**config.mk**
```make
export PLATFORM = sky130hd
export DESIGN_NAME = bullet_slot_arbiter_flat
export DESIGN_NICKNAME = d
export VERILOG_FILES = /design/src/rtl/bullet_slot_arbiter_if.sv /design/src/rtl/bullet_slot_arbiter.sv /design/src/flat_wrapper.sv
export SDC_FILE = /design/constraint.sdc
export NUM_CORES = 1
export LEC_CHECK = 0
export CAP_MARGIN = 10
export CELL_PAD_IN_SITES_DETAIL_PLACEMENT = 0
export CELL_PAD_IN_SITES_GLOBAL_PLACEMENT = 1
export CORE_ASPECT_RATIO = 1.4
export CORE_MARGIN = 3
export CORE_UTILIZATION = 36
export CTS_CLUSTER_DIAMETER = 120
export DETAILED_ROUTE_END_ITERATION = 10
export HOLD_SLACK_MARGIN = 0.12
export PLACE_DENSITY = 0.85
export SKIP_CTS_REPAIR_TIMING = 1
export SLEW_MARGIN = 15
export SYNTH_ARGS = -nofsm -noshare
export SYNTH_HDL_FRONTEND = slang
export SYNTH_SLANG_ARGS = --single-unit
```
**constraint.sdc**
```tcl
create_clock -name game_clk -period 1.65 [get_ports game_clk]
set_clock_uncertainty 0.05 [all_clocks]
set_input_delay 0.165 -clock game_clk [delete_from_list [all_inputs] [get_ports game_clk]]
set_output_delay 0.165 -clock game_clk [all_outputs]
set_load 0.005 [all_outputs]
```
**src/rtl/bullet_slot_arbiter_if.sv**
```systemverilog
// Handshake bundle between the game logic and bullet_slot_arbiter.
// The per-slot free request is called slot_release because "release" is a reserved word.
interface bullet_slot_arbiter_if #(
    parameter int SLOTS = 4,
    parameter int IDW   = 2
);
    logic             enable;
    logic             p1_fire;
    logic             p2_fire;
    logic [SLOTS-1:0] slot_release;
    logic             grant_valid;
    logic             grant_player;
    logic [IDW-1:0]   grant_slot;
    logic [SLOTS-1:0] slot_busy;
    logic [SLOTS-1:0] slot_owner;
    logic             p1_ready;
    logic             p2_ready;
    logic [7:0]       drop_count;

    modport slave (
        input  enable, p1_fire, p2_fire, slot_release,
        output grant_valid, grant_player, grant_slot,
               slot_busy, slot_owner, p1_ready, p2_ready, drop_count
    );

    modport master (
        output enable, p1_fire, p2_fire, slot_release,
        input  grant_valid, grant_player, grant_slot,
               slot_busy, slot_owner, p1_ready, p2_ready, drop_count
    );
endinterface

```
**src/rtl/bullet_slot_arbiter.sv**
```systemverilog
// Shares SLOTS bullet slots between two players: fire edge detect, refire cooldown,
// round-robin tie break, lowest-free-slot grant. Define BULLET_DROP_CNT_EN for drop_count.
module bullet_slot_arbiter #(
    parameter int SLOTS    = 4,
    parameter int IDW      = 2,
    parameter int COOLDOWN = 8
) (
    input  logic                  game_clk,
    input  logic                  reset,
    bullet_slot_arbiter_if.slave  bus
);
    // Player vectors: bit 0 = P1, bit 1 = P2.
    logic [1:0]       fire;
    logic [1:0]       press;
    logic [1:0]       ready;
    logic [1:0]       won;
    logic [1:0]       fire_d_q, fire_d_d;
    logic [1:0]       pending_q, pending_d;
    logic [1:0][7:0]  cd_q, cd_d;
    logic             rr_q, rr_d;
    logic [SLOTS-1:0] slot_busy_q, slot_busy_d;
    logic [SLOTS-1:0] slot_owner_q, slot_owner_d;
    logic             grant_valid_q, grant_valid_d;
    logic             grant_player_q, grant_player_d;
    logic [IDW-1:0]   grant_slot_q, grant_slot_d;

    logic [SLOTS-1:0] free;
    logic             any_free;
    logic [IDW-1:0]   free_idx;
    logic             grant_en;
    logic             winner;

    assign fire     = {bus.p2_fire, bus.p1_fire};
    assign free     = ~slot_busy_q;
    assign any_free = |free;

    genvar gi;
    generate
        for (gi = 0; gi < 2; gi++) begin : g_player
            assign ready[gi] = (cd_q[gi] == 8'd0);
            assign press[gi] = fire[gi] & ~fire_d_q[gi];
        end
    endgenerate

    // Lowest-index free slot; releases this tick are deliberately not considered.
    always_comb begin
        free_idx = '0;
        for (int i = SLOTS - 1; i >= 0; i--) begin
            if (free[i]) begin
                free_idx = IDW'(i);
            end
        end
    end

    always_comb begin
        grant_en = bus.enable & any_free & (|pending_q);
        winner   = (pending_q == 2'b11) ? rr_q : pending_q[1];
        won      = {grant_en & winner, grant_en & ~winner};
    end

    always_comb begin
        fire_d_d       = fire;
        pending_d      = pending_q;
        rr_d           = rr_q;
        slot_busy_d    = slot_busy_q & ~bus.slot_release;
        slot_owner_d   = slot_owner_q;
        grant_valid_d  = 1'b0;
        grant_player_d = grant_player_q;
        grant_slot_d   = grant_slot_q;

        for (int p = 0; p < 2; p++) begin
            cd_d[p] = (cd_q[p] == 8'd0) ? 8'd0 : cd_q[p] - 8'd1;
            if (!bus.enable) begin
                pending_d[p] = 1'b0;
            end else if (pending_q[p]) begin
                pending_d[p] = any_free & ~won[p];
            end else begin
                pending_d[p] = press[p] & ready[p];
            end
            if (won[p]) begin
                cd_d[p] = 8'(COOLDOWN);
            end
        end

        if (grant_en) begin
            slot_busy_d[free_idx]  = 1'b1;
            slot_owner_d[free_idx] = winner;
            rr_d                   = ~winner;
            grant_valid_d          = 1'b1;
            grant_player_d         = winner;
            grant_slot_d           = free_idx;
        end
    end

    // fire_d resets high so a button held through reset is not seen as a press.
    always_ff @(posedge game_clk or posedge reset) begin
        if (reset) begin
            fire_d_q       <= 2'b11;
            pending_q      <= 2'b00;
            cd_q           <= '0;
            rr_q           <= 1'b0;
            slot_busy_q    <= '0;
            slot_owner_q   <= '0;
            grant_valid_q  <= 1'b0;
            grant_player_q <= 1'b0;
            grant_slot_q   <= '0;
        end else begin
            fire_d_q       <= fire_d_d;
            pending_q      <= pending_d;
            cd_q           <= cd_d;
            rr_q           <= rr_d;
            slot_busy_q    <= slot_busy_d;
            slot_owner_q   <= slot_owner_d;
            grant_valid_q  <= grant_valid_d;
            grant_player_q <= grant_player_d;
            grant_slot_q   <= grant_slot_d;
        end
    end

`ifdef BULLET_DROP_CNT_EN
    logic [7:0] drop_count_q, drop_count_d;
    logic [8:0] drop_sum;

    // Every request still pending when the pool is full is dropped this tick.
    always_comb begin
        drop_sum = {1'b0, drop_count_q};
        if (bus.enable && !any_free) begin
            drop_sum = drop_sum + 9'(pending_q[0]) + 9'(pending_q[1]);
        end
        drop_count_d = (drop_sum > 9'd255) ? 8'd255 : drop_sum[7:0];
    end

    always_ff @(posedge game_clk or posedge reset) begin
        if (reset) begin
            drop_count_q <= 8'd0;
        end else begin
            drop_count_q <= drop_count_d;
        end
    end

    assign bus.drop_count = drop_count_q;
`else
    assign bus.drop_count = 8'd0;
`endif

    assign bus.grant_valid  = grant_valid_q;
    assign bus.grant_player = grant_player_q;
    assign bus.grant_slot   = grant_slot_q;
    assign bus.slot_busy    = slot_busy_q;
    assign bus.slot_owner   = slot_owner_q;
    assign bus.p1_ready     = ready[0];
    assign bus.p2_ready     = ready[1];
endmodule
```
**src/flat_wrapper.sv**
```systemverilog
// flat-port wrapper written by rule: the top's interface ports become plain ports
module bullet_slot_arbiter_flat 
#(
    parameter int SLOTS    = 4,
    parameter int IDW      = 2,
    parameter int COOLDOWN = 8
)
  (game_clk, reset, bus_enable, bus_p1_fire, bus_p2_fire, bus_slot_release, bus_grant_valid, bus_grant_player, bus_grant_slot, bus_slot_busy, bus_slot_owner, bus_p1_ready, bus_p2_ready, bus_drop_count);
  bullet_slot_arbiter_if #(.SLOTS(SLOTS), .IDW(IDW)) bus_i ();
  input  logic game_clk;
  input  logic reset;
  input wire logic [$bits(bus_i.enable)-1:0] bus_enable;
  input wire logic [$bits(bus_i.p1_fire)-1:0] bus_p1_fire;
  input wire logic [$bits(bus_i.p2_fire)-1:0] bus_p2_fire;
  input wire logic [$bits(bus_i.slot_release)-1:0] bus_slot_release;
  output wire logic [$bits(bus_i.grant_valid)-1:0] bus_grant_valid;
  output wire logic [$bits(bus_i.grant_player)-1:0] bus_grant_player;
  output wire logic [$bits(bus_i.grant_slot)-1:0] bus_grant_slot;
  output wire logic [$bits(bus_i.slot_busy)-1:0] bus_slot_busy;
  output wire logic [$bits(bus_i.slot_owner)-1:0] bus_slot_owner;
  output wire logic [$bits(bus_i.p1_ready)-1:0] bus_p1_ready;
  output wire logic [$bits(bus_i.p2_ready)-1:0] bus_p2_ready;
  output wire logic [$bits(bus_i.drop_count)-1:0] bus_drop_count;
  assign bus_i.enable = bus_enable;
  assign bus_i.p1_fire = bus_p1_fire;
  assign bus_i.p2_fire = bus_p2_fire;
  assign bus_i.slot_release = bus_slot_release;
  assign bus_grant_valid = bus_i.grant_valid;
  assign bus_grant_player = bus_i.grant_player;
  assign bus_grant_slot = bus_i.grant_slot;
  assign bus_slot_busy = bus_i.slot_busy;
  assign bus_slot_owner = bus_i.slot_owner;
  assign bus_p1_ready = bus_i.p1_ready;
  assign bus_p2_ready = bus_i.p2_ready;
  assign bus_drop_count = bus_i.drop_count;
  bullet_slot_arbiter #(.SLOTS(SLOTS), .IDW(IDW), .COOLDOWN(COOLDOWN)) u_core (.game_clk(game_clk), .reset(reset), .bus(bus_i));
endmodule
```
==> results.cfg, run 1 <==
[clock_network]
clk_pin_slew_ns = 0.07
cts_buffers = 5
cts_buffer_depth = 2
htree_levels = 2
cts-root-buf = clkbuf_8
cts_tree = done
clk_latency_ns = 0.28
clkSinkCount = 33

[synthesis]
yosys.cell_types.count = 43
synth_common_cells = dfrtp_1, buf_4, inv_1, nor3_1
ys_async_sr_fraction = 1.000
synthSimpleGateAreaFrac = 0.1949
synthFlopType = dfrtp_1
yosysMostFrequentCell = dfrtp_1
synthCells = 141
synthMuxAreaShare = 0.04022
synth-seq-area-share = 0.5120
synth.top_cell.area_share = 0.4795
ys_ff_latch = 33
synth_warnings = 0
syn-mean-instance-area_um2 = 11.47
synth_top_family_by_area = simple AND/OR/NAND/NOR gates
syn_area_um2 = 1618
synth_compound_area_frac = 0.1261
synth_top_cell_by_area = dfrtp_1
synth_edf_count = 0
synth_top_cells_by_area = dfrtp_1, buf_4, dfstp_2, ha_1, a211oi_1
synth_xor_area_frac = 0.03248
synthAdderAreaFrac = 0.03094

[run_status]
status = finished, violations left
violations = negative setup slack

[route]
drt-initial-drc-count = 30
totalWireLength_um = 3919
dr.pass1.iters = 4
routedWlPerCell_um = 15.43
vias_per_cell = 5.008
vias = 1272
ant_nets = 0
drc = 0

[setup_path]
cp_top_family = simple AND/OR/NAND/NOR gates
worstSetupStartpointType = register
cpPeakStageDelay_ns = 0.54
cp.arrival_ns = 1.62
crit_fanout = 3
cp.required_ns = 1.43
crit_type = register to output port
slowest_stage = or4_4
critPathCaptureType = output port
path_buf_inv = 1
crit_chain = or4_4, nor4b_4, buf_2

[pwr]
switching_power_mw = 0.8905
vdd.ir_drop.worst_v = 0.0005528
netSwitchingFraction = 0.3208
pwr-share-clk = 0.209
power.density_nw_per_um2 = 1247
power_frac_seq = 0.418
comb_power_share = 0.373
internal_power_mw = 1.886
p_leak_nw = 0.9761

[global_routing]
grt_first_pass_wirelength_um = 6458
grt_overflow = 0
antenna_found_initial = 0
grt_pass1_vias = 1419
track_usage = 0.1552
grt_max_degree = 34

[sta]
fmaxAchievable_mhz = 545.0
setup_violations = 6
setup_tns_ns = -0.6153
fin_ws_ns = -0.1849
layout_worst_path_cycle_share = 1.112
fin_crit_ns = 1.835
rsz0062_at_grt = true
maxSlewViolCount = 0
hold_viol_final = 0

[die]
fp.dieArea_um2 = 5346
fp-row-count = 28
die_w_um = 62.66
ios = 31
core-area_um2 = 4274
die_h_um = 85.32
start_util = 0.3785

[finish]
antenna_cells = 0
nets = 206
finalNonFillerCells = 254
layout-drive-gt1-share = 0.3299
fill_cells = 403
areaGrowthSynthToFinish_pct = 37.59

[placed_design]
hpwl_um = 2789
dpl.cell_count = 245
place_congestion = 0.7395
portBuffers = 22

[worst_hold_path]
holdCritPathClass = primary input to async pin

[job]
drv_cap = 0
per-stage QoR:
step           hold WS [ns]  setup slack [ns]  power, mW  instance area (um2)    util
4_1_cts              0.2339           -0.5864      2.617                 2141  0.5009
2_1_floorplan        0.1195          -0.02022      1.608                 1647       -
3_3_place_gp         0.3958           -0.2340      1.943                 2061  0.4821
6_report             0.2158           -0.1849      2.776                 2226  0.5208
5_1_grt              0.2707           -0.2466      2.952                 2226  0.5208
3_5_place_dp         0.4268           -0.2646      2.026                 2061  0.4821
power by group through the flow:
stage | combinational [mW] | clock (mW) | sequential [mW]
after detailed placement | 0.874 | 0 | 1.15
after floorplan | 0.447 | 0 | 1.16
after global routing | 1.13 | 0.647 | 1.18
after CTS | 0.879 | 0.597 | 1.14
after global placement | 0.816 | 0 | 1.13
final | 1.04 | 0.580 | 1.16
cells by family after synthesis:
group	after synthesis
muxes	6
other	1
adders and majority gates	4
DFF	33
buffers and inverters	18
AOI/OAI and AO/OA	28
and+or+nand+nor	45
xor gates and xnor gates	6
path summary, 6_finish.rpt:
kind	from	end	slack, ns	cells past startpoint
setup / recovery	u_core.cd_q[4]$_DFF_PP0_	bus_p1_ready	-0.18	3
hold / removal	reset	u_core.cd_q[13]$_DFF_PP0_	0.22	3
setup reg to reg	u_core.cd_q[4]$_DFF_PP0_	u_core.cd_q[7]$_DFF_PP0_	-0.14	5
hold reg to reg	u_core.cd_q[0]$_DFF_PP0_	u_core.cd_q[0]$_DFF_PP0_	0.43	1
max in group asynchronous	reset	u_core.fire_d_q[0]$_DFF_PP1_	0.99	3
min in group game_clk	bus_p1_fire	u_core.fire_d_q[0]$_DFF_PP1_	0.28	1
flip-flops by register name, indices dropped and copies added (netlist names):
signal and cells:
u_core.cd_q 16, u_core.bus.slot_busy 4, u_core.bus.slot_owner 4, u_core.bus.grant_slot 2, u_core.fire_d_q 2, u_core.pending_q 2, u_core.bus.grant_player 1, u_core.bus.grant_valid 1
u_core.rr_q 1
layout make-up:
| cell class | count | area, um2 | share of cell area |
|---|---|---|---|
| Multi-Input combinational cell | 97 | 798.3 | 0.3586 |
| Clock buffer | 8 | 80.08 | 0.03598 |
| Tap cell | 60 | 75.07 | 0.03373 |
| Timing Repair Buffer | 48 | 412.9 | 0.1855 |
| Inverter | 8 | 30.03 | 0.01349 |
| Sequential cell | 33 | 829.5 | 0.3727 |
layout by cell type, fill, tap and decap left out, types with 4 or more instances in the layout:
cell             count
a211oi_2             7
buf_4               24
clkbuf_8             5
clkdlybuf4s50_1     20
conb_1               8
dfrtp_1             30
inv_1                8
mux2_2               4
nor2_1               5
nor3_1               8
nor3b_1              5
o21ai_0              5
or3_4                4
or4_4                4
xnor2_1              4
worst register-to-register path, delay by kind of cell, from the launching register on:
| kind | cells | cell delay (ns) |
|---|---|---|
| compound gates | 1 | 0.20 |
| buf+inv | 2 | 0.25 |
| flops | 1 | 0.40 |
| simple gates | 2 | 0.80 |
routing by layer:
metal  GRT usage  wire (um)  vias up
met5           0          0        -
met2      0.2816       2112       19
met1      0.1557       1598      638
met4     0.09438         91        0
li1            -          -      606
met3     0.04371        116        9
(Power assumes the default switching activity.)
==> run 2, diff against run 1 <==
--- a/constraint.sdc
+++ b/constraint.sdc
@@ -3,3 +3,3 @@
 set_input_delay 0.165 -clock game_clk [delete_from_list [all_inputs] [get_ports game_clk]]
 set_output_delay 0.165 -clock game_clk [all_outputs]
-set_load 0.005 [all_outputs]
+set_load 0.1 [all_outputs]
==> run 2 against run 1 <==
  * Register-to-register slack got worse by 0.05 ns
  * Critical path depth did not move
  * Highest routed layer unchanged
  * Via count increased by 2.0%
  * The run still ends with negative setup slack left
  * Cell count up 1.2%
  * First-iteration DRC count is 10% lower
  * Critical path type unchanged
==> results.cfg, run 2 (same netlist as run 1, synthesis figures left out) <==
[worst_hold_path]
min_path_cells = 1
holdCritPathClass = primary input to register
hold_path_end = u_core.fire_d_q[0]$_DFF_PP1_
min_from = bus_p1_fire

[sta]
layout_worst_path_cycle_share = 1.208
rsz0062_at_grt = true
maxSlewViolCount = 0
setup_violations = 14
relSlewSlack = 0.6461
hold_viol_final = 0
fmaxAchievable_mhz = 501.6
setup_tns_ns = -2.226
fin_crit_ns = 1.994
tightest_slew_ns = 0.5308
fin_ws_ns = -0.3436

[global_routing]
grt_overflow = 0
grt_first_pass_wirelength_um = 6368
grt_pass1_vias = 1365
antenna_found_initial = 0
grt_max_degree = 19
track_usage = 0.1510

[pwr]
p_total_mw = 3.168
vdd.ir_drop.worst_v = 0.0006246
power.density_nw_per_um2 = 1268
p_leak_nw = 1.074

[die]
core-area_um2 = 4274
ios = 31
start_util = 0.3785
die_w_um = 62.66
die_h_um = 85.32
fp.dieArea_um2 = 5346
fp-row-count = 28

[clock_network]
cts_tree = done
clkSinkCount = 33
cts_buffers = 5
cts-root-buf = clkbuf_8
htree_levels = 2
cts_buffer_depth = 2
clk_pin_slew_ns = 0.07
clk_latency_ns = 0.28

[finish]
areaGrowthSynthToFinish_pct = 54.45
layout-drive-gt1-share = 0.4569
fill_cells = 371
antenna_cells = 0
nets = 209
final_common_cell = dfrtp_1
largest_reg_flops = 16
regMostFlops = u_core.cd_q
mostFrequentLayoutCells = dfrtp_1, buf_4, buf_12

[route]
vias_per_cell = 5.051
routedWlPerCell_um = 15.71
dr.pass1.iters = 4
vias = 1298
ant_nets = 0
drc = 0
drt-initial-drc-count = 27
totalWireLength_um = 4037

[setup_path]
cp.arrival_ns = 1.78
crit_fanout = 2
rr_worst_depth = 5
r2r_slack_ns = -0.19
r2r-start = u_core.cd_q[5]$_DFF_PP0_
crit_type = register to output port
worstSetupStartpointType = register
cp.required_ns = 1.43
reg2reg_to = u_core.cd_q[3]$_DFF_PP0_
critPathCaptureType = output port

[run_status]
status = finished, violations left
violations = negative setup slack

[placed_design]
hpwl_um = 2888
portBuffers = 22
place_congestion = 0.7791

[job]
drv_cap = 0
run 2: cell types whose count changed in the layout (fill, tap and decap cells not counted), sizes merged:
cell	before	now
buf	27	42
clkbuf	9	7
clkdlybuf4s50	20	8
dlygate4sd3	0	1
bufinv	0	1
run 2: how the worst max path moves through the flow:
| stage | startpoint | end | slack (ns) | depth (start not counted) |
|---|---|---|---|---|
| 5_1_grt | u_core.cd_q[5]$_DFF_PP0_ | bus_p1_ready | -0.40 | 3 |
| 2_1_floorplan | u_core.cd_q[4]$_DFF_PP0_ | u_core.cd_q[3]$_DFF_PP0_ | -0.92 | 3 |
| 3_5_place_dp | u_core.cd_q[9]$_DFF_PP0_ | u_core.cd_q[14]$_DFF_PP0_ | -0.13 | 5 |
| 3_3_place_gp | u_core.cd_q[5]$_DFF_PP0_ | u_core.cd_q[3]$_DFF_PP0_ | -0.03 | 4 |
| 4_1_cts | u_core.cd_q[5]$_DFF_PP0_ | bus_p1_ready | -0.36 | 3 |
| 6_report | u_core.cd_q[5]$_DFF_PP0_ | bus_p1_ready | -0.34 | 3 |
run 2: critical path, cell delays in order (launching register included):
cell and delay (ns):
dfrtp_1 0.40, or4_4 0.56, nor4b_4 0.32, buf_12 0.22
run 2: metal layers:
metal	part of all wire	wire length, um	global-route usage
met2	0.56	2280	0.2738
met1	0.38	1515	0.1640
met5	0	0	0
met4	0.017	67	0.07631
met3	0.043	174	0.03311
run 2: cell type report:
type / count / area (um2) / area share
multi-input combinational: 97 / 839.6 / 0.3360
inverter: 8 / 30.03 / 0.01202
clock inverter: 1 / 30.03 / 0.01202
tap: 60 / 75.07 / 0.03005
sequential: 33 / 838.3 / 0.3355
clock buffer: 7 / 86.33 / 0.03455
timing repair buffer: 51 / 599.3 / 0.2399
run 2: metrics by stage:
| stage | hold slack, ns | setup slack [ns] | cells | instance area, um2 | util |
|---|---|---|---|---|---|
| after floorplan | 0.1195 | -0.9211 | 148 | 1654 | - |
| after detailed placement | 0.3841 | -0.1301 | 243 | 2193 | 0.5132 |
| final | 0.2679 | -0.3436 | 257 | 2499 | 0.5846 |
| after CTS | 0.07231 | -0.3634 | 251 | 2310 | 0.5404 |
| after global placement | 0.3712 | -0.02969 | 243 | 2193 | 0.5132 |
| after global routing | 0.2652 | -0.4011 | 257 | 2499 | 0.5846 |
run 2: power by group:
part / total, mW / internal (mW) / switching, mW
Clock: 0.779 / 0.492 / 0.287
Combinational: 1.18 / 0.635 / 0.550
Sequential: 1.20 / 0.997 / 0.207
